--- src/rtl/turn_sequencer.sv ---
// Turn controller for 2048: arbitrates direction buttons, sequences the slide and spawn engines,
// and owns the committed board. Seeds the board with two spawns after reset.
module turn_sequencer #(
   parameter int unsigned TIMEOUT = 1023,
   parameter int unsigned TW      = 10
) (
   input  logic        clk,
   input  logic        rst,
   input  logic        up,
   input  logic        down,
   input  logic        left,
   input  logic        right,
   output logic        slide_start,
   output logic [1:0]  slide_dir,
   output logic [63:0] slide_in,
   input  logic        slide_done,
   input  logic [63:0] slide_out,
   input  logic        slide_changed,
   output logic        spawn_req,
   output logic [63:0] spawn_in,
   input  logic        spawn_busy,
   input  logic [63:0] spawn_out,
   output logic [63:0] board,
   output logic        busy,
   output logic        pending,
   output logic        fault
);

   typedef enum logic [2:0] {
      StInitReq,
      StInitWait,
      StIdle,
      StSlideReq,
      StSlideWait,
      StSpawnReq,
      StSpawnWait,
      StFault
   } state_e;

   state_e        state_q, state_d;
   logic [63:0]   board_q, board_d;
   logic [1:0]    dir_q, dir_d;
   logic          pend_q, pend_d;
   logic [1:0]    pend_dir_q, pend_dir_d;
   logic [TW-1:0] wdog_q, wdog_d;
   logic          init_cnt_q, init_cnt_d;
   logic          slide_start_q, slide_start_d;
   logic          spawn_req_q, spawn_req_d;

   logic          press;
   logic [1:0]    win_dir;
   logic          spawn_done;
   logic          timeout_hit;

   assign press   = up | down | left | right;
   assign win_dir = up ? 2'd0 : down ? 2'd1 : left ? 2'd2 : 2'd3;

   // The request strobe is registered, so busy is only meaningful from the cycle after it.
   assign spawn_done  = !spawn_busy && !spawn_req_q;
   assign timeout_hit = (wdog_q == TW'(TIMEOUT - 1));

   always_comb begin
      state_d       = state_q;
      board_d       = board_q;
      dir_d         = dir_q;
      pend_d        = pend_q;
      pend_dir_d    = pend_dir_q;
      wdog_d        = wdog_q;
      init_cnt_d    = init_cnt_q;
      slide_start_d = 1'b0;
      spawn_req_d   = 1'b0;

      if (state_q != StIdle && state_q != StFault && press) begin
         pend_d     = 1'b1;
         pend_dir_d = win_dir;
      end

      case (state_q)
         StInitReq: begin
            spawn_req_d = 1'b1;
            wdog_d      = '0;
            state_d     = StInitWait;
         end
         StInitWait: begin
            if (spawn_done) begin
               board_d    = spawn_out;
               init_cnt_d = 1'b1;
               state_d    = init_cnt_q ? StIdle : StInitReq;
            end else if (timeout_hit) begin
               state_d = StFault;
            end else begin
               wdog_d = wdog_q + 1'b1;
            end
         end
         StIdle: begin
            if (pend_q) begin
               dir_d      = pend_dir_q;
               state_d    = StSlideReq;
               pend_d     = press;
               pend_dir_d = press ? win_dir : pend_dir_q;
            end else if (press) begin
               dir_d   = win_dir;
               state_d = StSlideReq;
            end
         end
         StSlideReq: begin
            slide_start_d = 1'b1;
            wdog_d        = '0;
            state_d       = StSlideWait;
         end
         StSlideWait: begin
            if (slide_done) begin
               if (slide_changed) begin
                  board_d = slide_out;
                  state_d = StSpawnReq;
               end else begin
                  state_d = StIdle;
               end
            end else if (timeout_hit) begin
               state_d = StFault;
            end else begin
               wdog_d = wdog_q + 1'b1;
            end
         end
         StSpawnReq: begin
            spawn_req_d = 1'b1;
            wdog_d      = '0;
            state_d     = StSpawnWait;
         end
         StSpawnWait: begin
            if (spawn_done) begin
               board_d = spawn_out;
               state_d = StIdle;
            end else if (timeout_hit) begin
               state_d = StFault;
            end else begin
               wdog_d = wdog_q + 1'b1;
            end
         end
         StFault: begin
            state_d = StFault;
         end
         default: begin
            state_d = StFault;
         end
      endcase

      if (state_d == StFault) begin
         pend_d = 1'b0;
      end
   end

   always_ff @(posedge clk) begin
      if (rst) begin
         state_q       <= StInitReq;
         board_q       <= '0;
         dir_q         <= '0;
         pend_q        <= 1'b0;
         pend_dir_q    <= '0;
         wdog_q        <= '0;
         init_cnt_q    <= 1'b0;
         slide_start_q <= 1'b0;
         spawn_req_q   <= 1'b0;
      end else begin
         state_q       <= state_d;
         board_q       <= board_d;
         dir_q         <= dir_d;
         pend_q        <= pend_d;
         pend_dir_q    <= pend_dir_d;
         wdog_q        <= wdog_d;
         init_cnt_q    <= init_cnt_d;
         slide_start_q <= slide_start_d;
         spawn_req_q   <= spawn_req_d;
      end
   end

   assign slide_start = slide_start_q;
   assign slide_dir   = dir_q;
   assign slide_in    = board_q;
   assign spawn_req   = spawn_req_q;
   assign spawn_in    = board_q;
   assign board       = board_q;
   assign busy        = (state_q != StIdle);
   assign pending     = pend_q;
   assign fault       = (state_q == StFault);

endmodule

--- config.mk ---
export PLATFORM = sky130hd
export DESIGN_NAME = turn_sequencer
export DESIGN_NICKNAME = d
export VERILOG_FILES = /design/src/rtl/turn_sequencer.sv
export SDC_FILE = /design/constraint.sdc
export NUM_CORES = 1
export LEC_CHECK = 0
export ABC_AREA = 1
export CORE_AREA = 2 2 131 133
export CTS_CLUSTER_SIZE = 16
export DETAILED_ROUTE_END_ITERATION = 10
export DIE_AREA = 0 0 133 135
export PLACE_DENSITY = 0.71
export SLEW_MARGIN = 0
export SYNTH_ARGS = -nofsm -noshare
export SYNTH_HDL_FRONTEND = slang
export SYNTH_SLANG_ARGS = --single-unit
--- constraint.sdc ---
create_clock -name clk -period 1.7 [get_ports clk]
set_input_delay 0.17 -clock clk [delete_from_list [all_inputs] [get_ports clk]]
set_output_delay 0.17 -clock clk [all_outputs]
set_load 0.02 [all_outputs]
==> run summary <==
status = finished clean
die width = 133 um
hold slack = 390.8 ps
MaxCap Viol Count = 0
post-synthesis sequential area ratio = 0.3352
synthesized area = 5076 um^2
met3 WL post-DR = 1286 um
most frequent cells in the layout = clkdlybuf4s50_1 (331), nand2_1 (121), dfxtp_1 (82), nand3_1 (78), a31oi_1 (68)
final setup skew = 3.492 ps
critical path data required time = 1530 ps
syn_area_per_cell = 7.304 um^2
Final Critical Period = 1630 ps
Compound-Gate Fraction of Synth Area = 0.1725
DP HPWL = 13940 um
WP buf/inv = 1
Routed Antenna Nets = 0
slowest stage delay, CP = 660 ps
RR Endpoint = wdog_q[5]$_SDFFE_PP0P_
largest net degree at the start of global routing = 46
# H-tree levels = 3
hold path endpoint = board[41]$_SDFFE_PP0P_
RSZ-0062 raised after global routing = false
CP startpoint kind = flop
Yosys reg bits = 85
CTS tree = yes
worst-skew pair later-pin latency = 350 ps
Placement Cell Area = 7704 um^2
critical path's top delay family = buffers and inverters
register area = 1705 um^2
num rows = 47
Pre-antenna DRT Iters = 5
Hold Crit Class = in2reg
Max Used Layer = met4
Max Clk Rate = 613.6 MHz
most common cell after layout, fill and taps aside = clkdlybuf4s50_1
# diodes = 0
total track usage = 0.1924
# setup viols final = 0
via count = 5402
CP Data Arrival Time = 1460 ps
Async SR Flop Fraction = 0
M1 WL = 7426 um
Die Span Y = 135 um
Multi-input gate area = 2064 um^2
post-route cell area = 8117 um^2
Hold Vio Cnt, Final = 0
Clock Tree Root = clkbuf_16
Clock transition at path regs = 60 ps
crit end category = output pin
Post-Synth Simple-Gate Area = 0.2135
initial DRC count = 368
Lkg Pwr = 3.135 nW
Pwr Total = 6.467 mW
WHS Path Cells = 3
CTS buffer count = 9
post-DR vias/cell = 4.823
CP max-delay cell = clkdlybuf4s50_1
worst setup margin = 70.22 ps
FF-to-FF path depth = 10
Starting Density = 0.3094
initial antenna violation count = 0
clock buffer depth = 2
Synth Flop Type = dfxtp_1
fillers = 1589
VDD IR-drop max = 0.0005950 V
period utilisation layout = 0.9587
ratio of cells with drive above 1 in the final layout = 0.06889
origin of the critical flop-to-flop path = wdog_q[0]$_SDFFE_PP0P_
Pwr per Cell Area = 796.8 nW/um^2
non-filler cells in the finished layout = 1120
CP max FO = 4
Die ar. = 17960 um^2
routed wl met2 = 9972 um
number of cells after detailed placement = 1099
GPL Wtd Cong = 0.8580
Avg WL per Cell = 16.92 um
final wirelength = 18950 um
Cells after Synth = 695
Ports = 336
Congestion Overflow GR = 0
synth unique cells = 29
Core Box Area = 16410 um^2
number of flops mapped to enable cells by yosys = 0
Setup Crit Path Kind = reg2out
Slew @ Worst Pin = 497.5 ps
xor-xnor portion of the synthesized cell area = 0.006902
first-pass GRT wire length = 26650 um
main combinational cell family by area after synthesis = buffers and inverters
dpl ws = 21.06 ps
clock sinks = 85
port bufs = 335
Post-Synth Adder-Cell Area = 0.004930
P&R area growth vs syn = 59.90%
critical-path cell list = clkdlybuf4s50_1
post-synth net total = 834
HP Start = spawn_out[41]
Slew Limit Fails = 0
Worst slew margin = 0.6683
Reg2Reg Setup Slack = 170 ps
# DRC = 0
post-synthesis mux area share = 0
yosys warns = 0
Final #Nets = 1035
vias in the first global route = 4557
[worst register-to-register path: stages (launching register included)]
cell     delay [ps]
dfxtp_1         310
inv_1            90
ha_1            160
nand3_1          80
nor2_1           90
nand2_1         130
nand2_2         160
nand2_1         110
nand2_4         130
nand2_1          70
a21oi_1         140
[cell type report]
cell class / count / share of cell area
Sequential cell: 85 / 0.2101
Timing Repair Buffer: 363 / 0.4506
Tap cell: 220 / 0.03391
Clock buffer: 11 / 0.03114
Clock inverter: 4 / 0.005858
Multi-Input combinational cell: 408 / 0.2544
Inverter: 29 / 0.01403
[where the power goes]
part	switching, mW	leakage (nW)	internal (mW)	total (mW)
Sequential	0.164	0.695	2.13	2.29
Clock	0.815	0.147	1.21	2.02
Combinational	1.06	2.29	1.09	2.15
Total	2.04	3.14	4.42	6.47
[logic make-up after synthesis]
family,after synthesis
AO/OA/AOI/OAI,156
XOR/XNOR,4
adder cells (fa/ha/maj),2
buffers and inverters,203
flip-flops,85
AND/OR/NAND/NOR,245
[Yosys cell counts (all sizes together) (4+ instances only)]
master / number / area share
nand4: 4 / 0.0049
clkbuf: 6 / 0.0047
o21ai: 68 / 0.067
a31oi: 68 / 0.084
nand2: 127 / 0.096
inv: 28 / 0.021
nand3b: 5 / 0.0074
nand3: 80 / 0.081
nor2: 28 / 0.023
buf: 168 / 0.24
dfxtp: 85 / 0.34
a21oi: 16 / 0.016
[metrics by stage]
stage / TNS (ps) / utilization
3_5_place_dp: 0 / 0.4695
6_report: 0 / 0.4947
3_3_place_gp: 0 / 0.4695
4_1_cts: -43.75 / 0.4875
5_1_grt: 0 / 0.4947
2_1_floorplan: 0 / -
[worst max path at each step]
stage | start | to | depth (start not counted)
floorplan | wdog_q[0]$_SDFFE_PP0P_ | wdog_q[9]$_SDFFE_PP0P_ | 9
global placement | slide_changed | board[46]$_SDFFE_PP0P_ | 8
detailed placement | state_q[1]$_SDFF_PP0_ | wdog_q[5]$_SDFFE_PP0P_ | 9
CTS | state_q[1]$_SDFF_PP0_ | busy | 4
global route | state_q[0]$_SDFF_PP0_ | fault | 5
finish | board[47]$_SDFFE_PP0P_ | spawn_in[47] | 1
[sequential cells by signal, summed over array words and instances (netlist names)]
register / cells
board: 64
slide_start: 1
spawn_req: 1
pending: 1
wdog_q: 10
slide_dir: 2
init_cnt_q: 1
pend_dir_q: 2
state_q: 3
[per-layer routing]
metal  GRT usage  vias up
met3     0.03604       18
met1      0.2361     2522
met2      0.3420      235
li1            -     2627
met5           0        -
met4     0.05914        0
[repair_timing]
action | 4_1_cts | 5_1_grt
gates resized for setup | 4 | 11
setup buffers | 0 | 3
pin swaps | 0 | 2
hold buffers | 0 | 0
endpoints found under the setup margin | 4 | 76
cloned | 0 | 3
Note: power is estimated with default switching activity, not from simulation.
==> RTL change 1, RTL diff (config.mk and constraints unchanged) <==
Reset style: asynchronous (`rst`), changed in one clocked block.
--- a/src/rtl/turn_sequencer.sv
+++ b/src/rtl/turn_sequencer.sv
@@ -150,7 +150,7 @@
       end
    end
 
-   always_ff @(posedge clk) begin
+   always_ff @(posedge clk or posedge rst) begin
       if (rst) begin
          state_q       <= StInitReq;
          board_q       <= '0;
Function: differs if rst is asserted again (counterexample within 4 cycles, from zero or initial values and one cycle with rst high); with rst held inactive, the same outputs for 10 cycles.
==> RTL change 1 against the original RTL <==
  * Via count down 7.4%
  * Final area grew 3.3%
  * Routed wire length shrank 10%
  * Fmax increased by 1.5%
  * Setup slack better by 0.024 ns
  * Non-clock buffer count down 6
  * Sequential cell count unchanged
  * Critical path depth up 3
  * Clock skew is 0.0026 ns higher
  * Global-route usage fell by 1.2 points
  * Area after synthesis up 4.4%
  * Critical path type unchanged
Power is not compared: it rests on default switching activity, and its combinational part moved more than twofold at a synthesized area within 25%.
==> RTL change 1: results (changes against the original RTL) <==
<table>
<tr><th>Metric</th><th>Value</th></tr>
<tr><th colspan="2">Run status</th></tr>
<tr><td>Status</td><td>finished, final reports clean</td></tr>
<tr><th colspan="2">GRT</th></tr>
<tr><td>Global-route wire length before repair</td><td>25.7 mm (-3.8%)</td></tr>
<tr><td>Global-route usage over all layers</td><td>18.1% (-1.2 points)</td></tr>
<tr><td>Number of global-route vias before repair</td><td>4,728 (+3.8%)</td></tr>
<tr><td>Largest net degree at the start of global routing</td><td>66 (+43%)</td></tr>
<tr><th colspan="2">Setup path</th></tr>
<tr><td>Number of cells on the worst reg-to-reg path</td><td>8 (-2)</td></tr>
<tr><td>Worst endpoint data arrival time</td><td>1.44 ns (-0.02 ns)</td></tr>
<tr><td>Critical Path End</td><td>fault</td></tr>
<tr><td>Launch point of the worst path</td><td>state_q[1]</td></tr>
<tr><td>Maximum fanout encountered on the critical timing path</td><td>7 (+3)</td></tr>
<tr><td>Reg-to-reg critical path endpoint</td><td>board[29]</td></tr>
<tr><th colspan="2">Placement</th></tr>
<tr><td>DP Wirelength</td><td>12.7 mm (-8.6%)</td></tr>
<tr><td>Post-placement setup slack</td><td>0.0476 ns (+0.0265 ns)</td></tr>
<tr><td>Placer Congestion</td><td>0.851 (-0.84%)</td></tr>
<tr><th colspan="2">Yosys</th></tr>
<tr><td>Number of instances in the synthesized netlist</td><td>669 (-3.7%)</td></tr>
<tr><td>Cell types occupying the most area after synthesis</td><td>dfrtp_1 (40%), buf_4 (19%), nand2_1 (8.7%)</td></tr>
<tr><td>List of most frequent post-synthesis cells</td><td>buf_4 (136), nand2_1 (123), dfrtp_1 (85)</td></tr>
<tr><td>Post-synth net total</td><td>808 (-3.1%)</td></tr>
<tr><td>Asr flop ratio synth</td><td>100% (+100 points)</td></tr>
<tr><td>Seq/Total Area, Yosys</td><td>40.2% (+6.6 points)</td></tr>
<tr><th colspan="2">Drt</th></tr>
<tr><td>WL final</td><td>17.0 mm (-10%)</td></tr>
<tr><td>Routed wire length per instance</td><td>15.5 um (-8.3%)</td></tr>
<tr><td>Detailed Routing Iterations Pass 1</td><td>4 (-1)</td></tr>
<tr><td>Total via count after detailed routing</td><td>5,000 (-7.4%)</td></tr>
<tr><th colspan="2">Min path</th></tr>
<tr><td>Worst min path class</td><td>primary input to async pin</td></tr>
<tr><th colspan="2">STA</th></tr>
<tr><td>Hold slack final</td><td>0.268 ns (-0.123 ns)</td></tr>
<tr><td>Transition time at the pin with the least slew margin</td><td>0.388 ns (-0.110 ns)</td></tr>
<tr><td>Minimum clock period</td><td>1.61 ns (-0.0241 ns)</td></tr>
<tr><th colspan="2">Layout</th></tr>
<tr><td>Ratio of cells with drive above 1 in the final layout</td><td>7.88% (+0.99 points)</td></tr>
</table>
## RTL change 1: routing by layer
metal	part of all wire [%]	track usage [%]	routed length [um]	up-vias
li1	-	-	-	2486
met1	41	21.9	7020	2304
met2	52	33.0	8810	199
met3	5.7	4.02	973	11
met4	1.2	3.70	202	0
met5	0	0	0	-
## RTL change 1: metrics by stage
| stage | instance area [um2] | power (uW) |
|---|---|---|
| floorplan | 5300 | 12300 |
| global placement | 7980 | 16200 |
| detailed placement | 7980 | 16400 |
| CTS | 8340 | 18700 |
| global route | 8390 | 19900 |
| finish | 8390 | 18700 |
## RTL change 1: timing repair
| action | CTS | global route |
|---|---|---|
| pin swaps | 0 | 2 |
| buffers inserted | 0 | 1 |
| resized for setup | 8 | 12 |
| endpoints found under the setup margin | 6 | 38 |
## RTL change 1: layout make-up
cell class,instances,area [um2]
Timing Repair Buffer,357,3600
Multi-Input combinational cell,391,1910
Clock buffer,11,243
Fill cell,1549,8020
Sequential cell,85,2130
Tap cell,220,275
Inverter,27,110
Clock inverter,5,108
## RTL change 1: report_power, final
group | switching [uW] | internal [uW] | total, uW | leakage, uW
Clock | 823 | 1480 | 2310 | 0.000170
Sequential | 1120 | 2970 | 4090 | 0.000971
Combinational | 6640 | 5710 | 12400 | 0.00237
Total | 8580 | 10200 | 18700 | 0.00352
## RTL change 1: kinds of logic after synthesis
family / share of synthesized area (%)
AND/OR/NAND/NOR: 24.6
buffers and inverters: 24.2
AO/OA/AOI/OAI: 10.4
flip-flops: 40.2
adder cells (fa/ha/maj): 0.472
XOR/XNOR: 0.165
## RTL change 1: tightest hold or removal path, cell delays in order
cell	delay [ns]
clkdlybuf4s50_1	0.45
clkinvlp_4	0.11
buf_12	0.28
==> RTL change 2, RTL diff (config.mk and constraints unchanged) <==
Made on the original files. Set the parameter `TW` to 9 (it was 10).
--- a/src/rtl/turn_sequencer.sv
+++ b/src/rtl/turn_sequencer.sv
@@ -2,7 +2,7 @@
 // and owns the committed board. Seeds the board with two spawns after reset.
 module turn_sequencer #(
    parameter int unsigned TIMEOUT = 1023,
-   parameter int unsigned TW      = 10
+   parameter int unsigned TW      = 9
 ) (
    input  logic        clk,
    input  logic        rst,
Formal check against the unedited RTL: same outputs for any inputs over 4 cycles, from zero or initial values and one cycle with rst high; that may be too few to reach the edited logic, so the function may still have changed.
==> RTL change 2 against the original RTL <==
  * Area after synthesis fell by 2.7%
  * Final area fell by 1.7%
  * Routed wire length fell by 7.4%
  * Die area did not move
  * Setup slack improved by 0.0014 ns
  * Power rose by 32%
  * Sequential cell count fell by 1
  * Core utilization fell by 0.82 points
  * Critical endpoint is now spawn_in[63]
==> RTL change 2: results (changes against the original RTL) <==
<table>
<tr><th>Metric</th><th>Value</th></tr>
<tr><th colspan="2">Layout</th></tr>
<tr><td>Ratio of cells with drive above 1 in the final layout</td><td>6.46% (-0.43 points)</td></tr>
<tr><td>Post-layout net count</td><td>1,017 (-1.7%)</td></tr>
<tr><th colspan="2">Drt</th></tr>
<tr><td>Routed wire length per instance</td><td>15.9 um (-5.9%)</td></tr>
<tr><td>Met1 wire length</td><td>7.50 mm (+0.97%)</td></tr>
<tr><td>Met2 Routed Length</td><td>8.70 mm (-13%)</td></tr>
<tr><td>Total via count after detailed routing</td><td>5,230 (-3.2%)</td></tr>
<tr><td>DRC marker count from the first detailed-route iteration</td><td>262 (-29%)</td></tr>
<tr><td>Detailed Routing Iterations Pass 1</td><td>4 (-1)</td></tr>
<tr><th colspan="2">STA</th></tr>
<tr><td>Minimum clock period</td><td>1.63 ns (-0.00135 ns)</td></tr>
<tr><td>Final setup skew</td><td>0.00779 ns (+0.00430 ns)</td></tr>
<tr><th colspan="2">GRT</th></tr>
<tr><td>Global-route usage over all layers</td><td>17.9% (-1.3 points)</td></tr>
<tr><td>Initial antenna violation count</td><td>1 (+1)</td></tr>
<tr><td>Met3 Use GR</td><td>3.68% (+0.075 points)</td></tr>
<tr><td>Number of global-route vias before repair</td><td>4,676 (+2.6%)</td></tr>
<tr><td>GRT met2 Usage</td><td>31.0% (-3.2 points)</td></tr>
<tr><td>Met1 layer usage reported by global route</td><td>22.1% (-1.5 points)</td></tr>
<tr><td>Global-route wire length before repair</td><td>25.5 mm (-4.2%)</td></tr>
<tr><th colspan="2">Power and ir drop</th></tr>
<tr><td>Static leakage power</td><td>0.00306 uW (-2.4%)</td></tr>
<tr><td>Power density of the placed cells</td><td>1070 nW/um2 (+34%)</td></tr>
<tr><td>IR Drop Worst-Case VDD</td><td>0.504 mV (-15%)</td></tr>
<tr><td>Pwr top</td><td>combinational cells</td></tr>
<tr><td>Power dissipated in the clock network</td><td>2120 uW (+5%)</td></tr>
<tr><th colspan="2">Yosys</th></tr>
<tr><td>List of most frequent post-synthesis cells</td><td>buf_4 (128), nand2_1 (123), dfxtp_1 (84), nand3_1 (84), a31oi_1 (66)</td></tr>
<tr><td>Xor and xnor area share after synthesis</td><td>0.709% (+0.019 points)</td></tr>
<tr><td>Post-Syn Area per Cell</td><td>7.29 um2 (-0.22%)</td></tr>
<tr><td>Post-synth net total</td><td>817 (-2.0%)</td></tr>
<tr><td>Adder-cell share of the synthesized area</td><td>0.506% (+0.013 points)</td></tr>
<tr><th colspan="2">Placement</th></tr>
<tr><td>DP Wirelength</td><td>12.7 mm (-8.6%)</td></tr>
<tr><td>Placed cell areas</td><td>7580 um2 (-1.6%)</td></tr>
<tr><th colspan="2">Run status</th></tr>
<tr><td>Status</td><td>finished, final reports clean</td></tr>
</table>
## RTL change 2: cell count changes after synthesis, sizes merged, moves of 4 or more
cell / change
buf: -7
nand3: +6
clkbuf: +4
inv: -5
## RTL change 2: what timing repair did
action,4_1_cts,5_1_grt
pin swaps,0,1
cloned,0,2
buffers inserted,0,2
gates resized for setup,3,7
endpoints found under the setup margin,3,66
## RTL change 2: final timing paths
path	startpoint	end	cells after the start
hold / removal	spawn_out[0]	board[0]	3
hold reg to reg	pend_dir_q[0]	slide_dir[0]	2
setup reg to reg	state_q[0]	wdog_q[3]	10
setup / recovery	board[63]	spawn_in[63]	1
## RTL change 2: final cells by class
class / instances / area [um2] / area share, %
Timing Repair Buffer: 360 / 3620 / 45.4
Multi-Input combinational cell: 400 / 1990 / 25.0
Sequential cell: 84 / 1690 / 21.1
Tap cell: 220 / 275 / 3.45
Clock buffer: 9 / 225 / 2.82
Clock inverter: 6 / 90.1 / 1.13
Inverter: 23 / 86.3 / 1.08
